--- src/rtl/f32_decimal_formatter.sv ---
// Float32 to sign + integer/fraction BCD converter for the character LCD path.
// Unpack to Q32.32, serial double-dabble on the integer half, then x10 digit extraction on the fraction.
module f32_dec_add3 (
  input  logic [3:0] d,
  output logic [3:0] q
);
  assign q = (d >= 4'd5) ? d + 4'd3 : d;
endmodule

module f32_decimal_formatter #(
  parameter int INT_DIGITS  = 10,
  parameter int FRAC_DIGITS = 6
) (
  input  logic                     CLK,
  input  logic                     RESET,
  input  logic                     START,
  input  logic [31:0]              F_IN,
  output logic                     BUSY,
  output logic                     DONE,
  output logic                     SIGN,
  output logic [4*INT_DIGITS-1:0]  INT_BCD,
  output logic [4*FRAC_DIGITS-1:0] FRAC_BCD,
  output logic [1:0]               SPECIAL
);
  localparam int IW = 4*INT_DIGITS;
  localparam int FW = 4*FRAC_DIGITS;

  typedef enum logic [2:0] {S_IDLE, S_UNPACK, S_DABBLE, S_FRAC, S_FINISH} state_t;

  state_t        state_q, state_d;
  logic [5:0]    cnt_q, cnt_d;
  logic [31:0]   fin_q, fin_d;
  logic [31:0]   ip_q, ip_d;
  logic [31:0]   fp_q, fp_d;
  logic [IW-1:0] bcd_q, bcd_d;
  logic [FW-1:0] fsh_q, fsh_d;
  logic          ssign_q, ssign_d;
  logic [1:0]    sspc_q, sspc_d;

  logic          busy_q, busy_d, done_q, done_d, sign_q, sign_d;
  logic [IW-1:0] int_q, int_d;
  logic [FW-1:0] frac_q, frac_d;
  logic [1:0]    spc_q, spc_d;

  logic [IW-1:0] adj;
  logic [7:0]    e;
  logic [22:0]   m;
  logic [63:0]   val;
  logic [5:0]    shamt;
  logic [35:0]   prod;

  // add-3 correction per BCD digit, applied before every dabble shift
  for (genvar g = 0; g < INT_DIGITS; g++) begin : g_dig
    f32_dec_add3 u_add3 (.d(bcd_q[4*g +: 4]), .q(adj[4*g +: 4]));
  end

  assign e     = fin_q[30:23];
  assign m     = fin_q[22:0];
  // hidden bit parked at bit 63, then shifted down to Q32.32 bit (e-95)
  assign shamt = 6'(8'd158 - e);
  assign val   = {1'b1, m, 40'b0} >> shamt;
  assign prod  = {1'b0, fp_q, 3'b0} + {3'b0, fp_q, 1'b0};

  always_comb begin
    state_d = state_q;
    cnt_d   = cnt_q;
    fin_d   = fin_q;
    ip_d    = ip_q;
    fp_d    = fp_q;
    bcd_d   = bcd_q;
    fsh_d   = fsh_q;
    ssign_d = ssign_q;
    sspc_d  = sspc_q;
    busy_d  = (state_q != S_IDLE) || START;
    done_d  = 1'b0;
    sign_d  = sign_q;
    int_d   = int_q;
    frac_d  = frac_q;
    spc_d   = spc_q;
    case (state_q)
      S_IDLE: begin
        if (START) begin
          fin_d   = F_IN;
          state_d = S_UNPACK;
        end
      end
      S_UNPACK: begin
        bcd_d   = '0;
        fsh_d   = '0;
        cnt_d   = '0;
        ip_d    = '0;
        fp_d    = '0;
        ssign_d = 1'b0;
        sspc_d  = 2'b00;
        if (e == 8'd255 && m != 23'd0) begin
          sspc_d = 2'b10;
        end else if (e == 8'd255) begin
          sspc_d  = 2'b01;
          ssign_d = fin_q[31];
        end else if (e >= 8'd159) begin
          sspc_d  = 2'b11;
          ssign_d = fin_q[31];
        end else if (e >= 8'd95) begin
          ip_d    = val[63:32];
          fp_d    = val[31:0];
          ssign_d = fin_q[31];
        end
        state_d = S_DABBLE;
      end
      S_DABBLE: begin
        bcd_d = IW'({adj, ip_q[31]});
        ip_d  = {ip_q[30:0], 1'b0};
        cnt_d = cnt_q + 6'd1;
        if (cnt_q == 6'd31) begin
          cnt_d   = '0;
          state_d = S_FRAC;
        end
      end
      S_FRAC: begin
        fsh_d      = fsh_q << 4;
        fsh_d[3:0] = prod[35:32];
        fp_d       = prod[31:0];
        cnt_d      = cnt_q + 6'd1;
        if (cnt_q == 6'(FRAC_DIGITS-1)) begin
          cnt_d   = '0;
          state_d = S_FINISH;
        end
      end
      S_FINISH: begin
        done_d  = 1'b1;
        sign_d  = ssign_q;
        int_d   = bcd_q;
        frac_d  = fsh_q;
        spc_d   = sspc_q;
        state_d = S_IDLE;
      end
      default: state_d = S_IDLE;
    endcase
  end

  always_ff @(posedge CLK or negedge RESET) begin
    if (!RESET) begin
      state_q <= S_IDLE;
      cnt_q   <= '0;
      fin_q   <= '0;
      ip_q    <= '0;
      fp_q    <= '0;
      bcd_q   <= '0;
      fsh_q   <= '0;
      ssign_q <= 1'b0;
      sspc_q  <= 2'b00;
      busy_q  <= 1'b0;
      done_q  <= 1'b0;
      sign_q  <= 1'b0;
      int_q   <= '0;
      frac_q  <= '0;
      spc_q   <= 2'b00;
    end else begin
      state_q <= state_d;
      cnt_q   <= cnt_d;
      fin_q   <= fin_d;
      ip_q    <= ip_d;
      fp_q    <= fp_d;
      bcd_q   <= bcd_d;
      fsh_q   <= fsh_d;
      ssign_q <= ssign_d;
      sspc_q  <= sspc_d;
      busy_q  <= busy_d;
      done_q  <= done_d;
      sign_q  <= sign_d;
      int_q   <= int_d;
      frac_q  <= frac_d;
      spc_q   <= spc_d;
    end
  end

  assign BUSY     = busy_q;
  assign DONE     = done_q;
  assign SIGN     = sign_q;
  assign INT_BCD  = int_q;
  assign FRAC_BCD = frac_q;
  assign SPECIAL  = spc_q;
endmodule
--- config.mk ---
export PLATFORM = sky130hd
export DESIGN_NAME = f32_decimal_formatter
export DESIGN_NICKNAME = d
export VERILOG_FILES = /design/src/rtl/f32_decimal_formatter.sv
export SDC_FILE = /design/constraint.sdc
export NUM_CORES = 1
export LEC_CHECK = 0
export ABC_AREA = 0
export BUFFER_PORTS_ARGS = -buffer_cell sky130_fd_sc_hd__buf_2
export CORE_MARGIN = 5
export CORE_UTILIZATION = 60
export CTS_CLUSTER_DIAMETER = 50
export DETAILED_ROUTE_END_ITERATION = 6
export PLACE_DENSITY = 0.8
export SETUP_SLACK_MARGIN = 0.15
export SLEW_MARGIN = 0
export SYNTH_ARGS = -nofsm -noshare
export SYNTH_HDL_FRONTEND = slang
export SYNTH_SLANG_ARGS = --single-unit
--- constraint.sdc ---
create_clock -name CLK -period 8.9 [get_ports CLK]
set_clock_uncertainty 0.1 [all_clocks]
set_input_delay 0.445 -clock CLK [delete_from_list [all_inputs] [get_ports CLK]]
set_output_delay 0.445 -clock CLK [all_outputs]
set_load 0.005 [all_outputs]
Word-level counts from Yosys, hierarchy flattened:

Cells that the tools add are included.
W data, S select, Z words.

* register bits after elaboration: 241
* input bits: 35
* output and inout bits: 69
* logic and storage cells: 98

* add/subtract/negate cells: 13
* $lt $le $gt $ge: 12
* equal/unequal tests: 10
* shift operators: 1
* muxes and demuxes: 37
* reduce and logical (&&, ||, !) cells: 10

Operator list (count)
* $mux W32: 8
* $pmux W32 S2: 2
* $pmux W40 S2: 1
* $shr A64 B6 Y64: 1
* $pmux W24 S2: 1
* $ge A4 B3 Y1 const B: 10
* $add A35 B33 Y36: 1
* $add A4 B2 Y4 const B: 9
* $mux W4: 9
* $reduce_bool A23 Y1: 1
* $pmux W6 S3: 1
* $mux W3: 4
* $mux W6: 2
* $pmux W3 S4: 1
* $eq A8 B8 Y1 const B: 1
* $ge A8 B7 Y1 const B: 1
* $ge A8 B8 Y1 const B: 1
* $add A6 B1 Y6 const B: 1
* $eq A3 B2 Y1 const B: 2
* $eq A6 B3 Y1 const B: 1
* $eq A6 B5 Y1 const B: 1
* $mux W2: 3
* $ne A2 B2 Y1 const B: 3
* $reduce_bool A3 Y1: 2
* other kinds (11): 16

Depth between registers and ports, before layout:

* depth in word-level cells: 7
* mapped depth: 14
* gate-level depth less buffers: 12

Hierarchy:

From an unflattened synthesis, not the netlist that was laid out.

* cell total of the unflattened synthesis: 1386
* area, all modules: 13963.4 sq um

By module, submodules not included
* f32_decimal_formatter: instances 1, cells an instance 1226, area each 12949.9 sq um, seq. area each 6030.8 sq um
* f32_dec_add3: instances 10, cells an instance 16, area each 101.3 sq um, seq. area each 0.0 sq um

Worst setup path after synthesis:

OpenSTA, ideal clock, no wires.

* path kind: reg2reg
* start point: register fin_q[23]
* end point: register fp_q[12]
* setup time: 0.118 ns
* arrival time: 2.664 ns
* data required time: 8.682 ns
* setup slack: 6.018 ns
* stages on the path, launching flop included: 14
* buffers on the path: 2
* clock period less this slack: 2.882 ns
* cells stage by stage: dfrtp_1 buf_2 inv_1 ha_1 buf_4 mux4_2 mux2_2 nor2_1 a21oi_1 a21oi_1 nor2_1 a31oi_1 o22ai_1 a21o_1

* cells in the longest elaborated chain, start to end: 7
* elaborated cells between the ends (all ways): 11
* classes of those cells: 1 x add/sub; 2 x order compare; 1 x eq/ne; 1 x shift; 5 x mux; 1 x reduce/logical

RTL lines
* start: declaration: RTL line 32 `logic [31:0] fin_q, fin_d;`
* start signal: assignment: RTL line 161 `fin_q <= fin_d;`
* $sub A5 B6 Y6: RTL line 60 `assign shamt = 6'(8'd158 - e);`
* $shr A64 B6 Y64: RTL line 61 `assign val = {1'b1, m, 40'b0} >> shamt;`
* $mux W32: RTL line 103 `end else if (e >= 8'd95) begin`
* $mux W32: RTL line 100 `end else if (e >= 8'd159) begin`
* $mux W32: RTL line 97 `end else if (e == 8'd255) begin`
* $mux W32 *: RTL line 95 `if (e == 8'd255 && m != 23'd0) begin`
* $pmux W32 S2 *: RTL line 80 `case (state_q)`
* end signal: assignment: RTL line 163 `fp_q <= fp_d;`
* end: declaration: RTL line 34 `logic [31:0] fp_q, fp_d;`

Every way passes the cells marked *; elsewhere a longest branch is shown, timed or not.
A chain may end at the register's enable or synchronous reset.

Final worst setup path:

* start point: register fin_q[23]
* end point: register fp_q[31]

Same word-level chain as after synthesis.

==> run metrics <==
hold crit path type primary input to flop; Peak VDD IR 0.220 mV; Site Rows 55; initial antenna violation count 0; P_leak 6.97 nW; Final ANT Viol Nets 0; deepest level of the CTS H-tree 1; failing checks design-rule violations; worst hold stages 2; dpl ws 4.83 ns; fin. max-slew vios 0; FF-to-FF End fp_q[31]; Vias 10.8k; Remaining DRCs 1; Die Y 160 um; WP data arrival 4.42 ns; critical path startpoint category flop; clock buffer count from CTS 28; Area contributors post-synth dfrtp_1 44%, mux2_2 8.8%, ha_1 5.0%, a21oi_1 3.3%, nand2_1 3.3%; number of enable flip-flop cells after synthesis 0; setup TNS 0 ns; commonest cells after routing, fill and taps aside 241 x dfrtp_1, 118 x nand2_1, 106 x mux2_2; number of max-cap violations 0; Clock Path Buffers 3; met3 usage 0.0390; Seq cells post-synth 241; Hold Path Sink fin_q[25]; GRT Total Usage 0.261; fin crit period 4.12 ns; kind of critical path flop to flop; M1 GR Usage 0.369; fraction of registers with async set/reset 1.00; drt pass-1 iters 7; R2R depth 12; slowest CP cell dfrtp_1; Clock transition at path regs 0.06 ns; actual slew at the worst max-slew pin 1.12 ns; max incr delay on CP 1.01 ns; sequential-to-total area share from yosys stat 0.444; area post-placement 14,300 sq um; CTS root buf clkbuf_16; final wirelength 34,000 um; PortBufs 103; FMAX 243 MHz; Worst EP required 9.19 ns; CORE AREA 22,400 sq um; RSZ-0062 raised after global routing no; total die area 25,700 sq um; average routed wire per standard cell 20.1 um; CP Buf/Inv Count 2; worst path cell trace inv_1, ha_1, buf_4, mux2_2, nand2_1, o21ai_0, mux2i_1, o22ai_1, a22oi_1, nor2_1, a21oi_1, o21ai_1; largest net degree at the start of global routing 99; global route overflow 0; Syn-to-layout area delta 12.4%; Post-Syn Instances 1,310; Hold Vio Cnt, Final 0; M2 GR Usage 0.421; vias per cell 6.41; YS warnings 0; top_reg_cell synth dfrtp_1; routability-driven placement congestion ratio 0.954; Reg2Reg Setup Slack 4.78 ns; number of setup violations in the final report 0; CP Max Fanout 31; GRT Max-Usage Layer met2; Layout Nets 1,475; Critical R2R Launch fin_q[23]; post-route cell area 15,300 sq um; Crit path max-delay family flip-flops; Antenna Cells 0; max_slew headroom 0.251; Final period util 0.463; min-delay src F_IN[25]; die width 160 um; TritonCTS clock tree built; commonest non-fill, non-tap cell in the layout dfrtp_1; top-level I/O count 104; clk sink count 241; Syn Std Cell Area 13,600 sq um; layout cells sized above 1 0.228; final worst slack 4.78 ns; Detailed Route Iter0 Violations 864; dominant cell type by area after synthesis dfrtp_1; global-route wire length before repair 56,300 um; status complete, but fails checks; vias in the first global route 10.7k; Synth Net Count 1,400; count of cell types in the netlist 81; P per Cell Area 393 nW/um^2; worst skew pair latency 0.55 ns; top-area cell type share of the netlist area 0.444; DP HPWL 23,800 um; Syn Area/Cell 10.4 sq um; Initial Util 0.605; kind of end point of the critical path flop
-- repair_timing --
action,CTS,global route
hold buffers,1,0
setup endpoints to repair,0,0
buffers inserted,0,0
endpoints found under the hold margin,96,0
resized for setup,0,0
-- synth_stat cells (5+ instances only) --
library cell and number:
o32ai_1 11, nor2_1 85, buf_2 18, nand4_1 5
a21oi_1 90, a31oi_1 8, mux4_2 19, nor3_1 10
xor2_1 24, nand2_1 118, o22ai_1 19, nand2b_1 17
o211ai_1 6, inv_1 42, ha_1 54, dfrtp_1 241
nand3_1 20, a22oi_1 37, a221oi_1 10, o31ai_1 13
mux2i_1 20, a21o_1 16, o21ai_0 85, mux2_2 106
o21a_1 7, nor4_1 7, a32o_1 11, o21ai_1 15
o21bai_1 6, o221ai_1 8, xnor2_1 28, a22o_1 26
clkbuf_1 51, a222oi_1 5
-- report_power, final --
group          switching [mW]  internal (mW)  total (mW)
sequential              0.301           1.38        1.68
clock                   0.465          0.688        1.15
combinational            1.94           1.21        3.15
-- stage by stage --
stage               power (mW)   util  hold WS [ns]  instances
finish                    5.99  0.680        0.0216       1691
floorplan                 3.93      -        0.0494       1310
global placement          4.71  0.637         0.374       1639
CTS                       5.95  0.680       0.00452       1691
detailed placement        4.77  0.637         0.390       1639
global route              6.38  0.680        0.0124       1691
-- flip-flops by register name (all words and copies together) (netlist names) --
name / flops
BUSY: 1
DONE: 1
FRAC_BCD: 24
INT_BCD: 40
SIGN: 1
SPECIAL: 2
bcd_q: 40
cnt_q: 6
fin_q: 32
fp_q: 32
fsh_q: 24
ip_q: 32
ssign_q: 1
sspc_q: 2
state_q: 3
-- final cells by class --
class,count,area (sq um)
inverters,43,161
clock inverters,12,131
clock buffers,39,832
repair buffers,120,656
fillers,1700,7180
multi-input cells,951,7090
well taps,285,357
flip-flops and latches,241,6030
-- worst max-delay path by stage --
stage	from	slack, ns	depth (start not counted)	to
6_report	fin_q[23]	4.78	12	fp_q[31]
4_1_cts	fin_q[23]	4.79	12	fp_q[31]
5_1_grt	fin_q[23]	4.44	12	fp_q[7]
2_1_floorplan	fin_q[23]	6.02	13	fp_q[12]
3_5_place_dp	fin_q[23]	4.83	12	fp_q[31]
3_3_place_gp	fin_q[23]	4.95	9	fp_q[25]
-- kinds of logic (layout without fill, tap and decap cells) --
family,Yosys count,in the layout,synth area share
compound gates,405,405,0.202
flops,241,241,0.444
fa+ha+maj,55,55,0.0513
buf+inv,118,214,0.0357
mux,145,145,0.134
xor+xnor,54,54,0.0360
simple gates,292,292,0.0967
-- layer usage --
| layer | vias to the layer above | part of all wire | routed length [um] |
|---|---|---|---|
| li1 | 4999 | - | - |
| met1 | 5347 | 0.44 | 14900 |
| met2 | 419 | 0.47 | 16100 |
| met3 | 71 | 0.059 | 2020 |
| met4 | 0 | 0.031 | 1050 |
| met5 | - | 0 | 0 |
(Power assumes the default switching activity.)
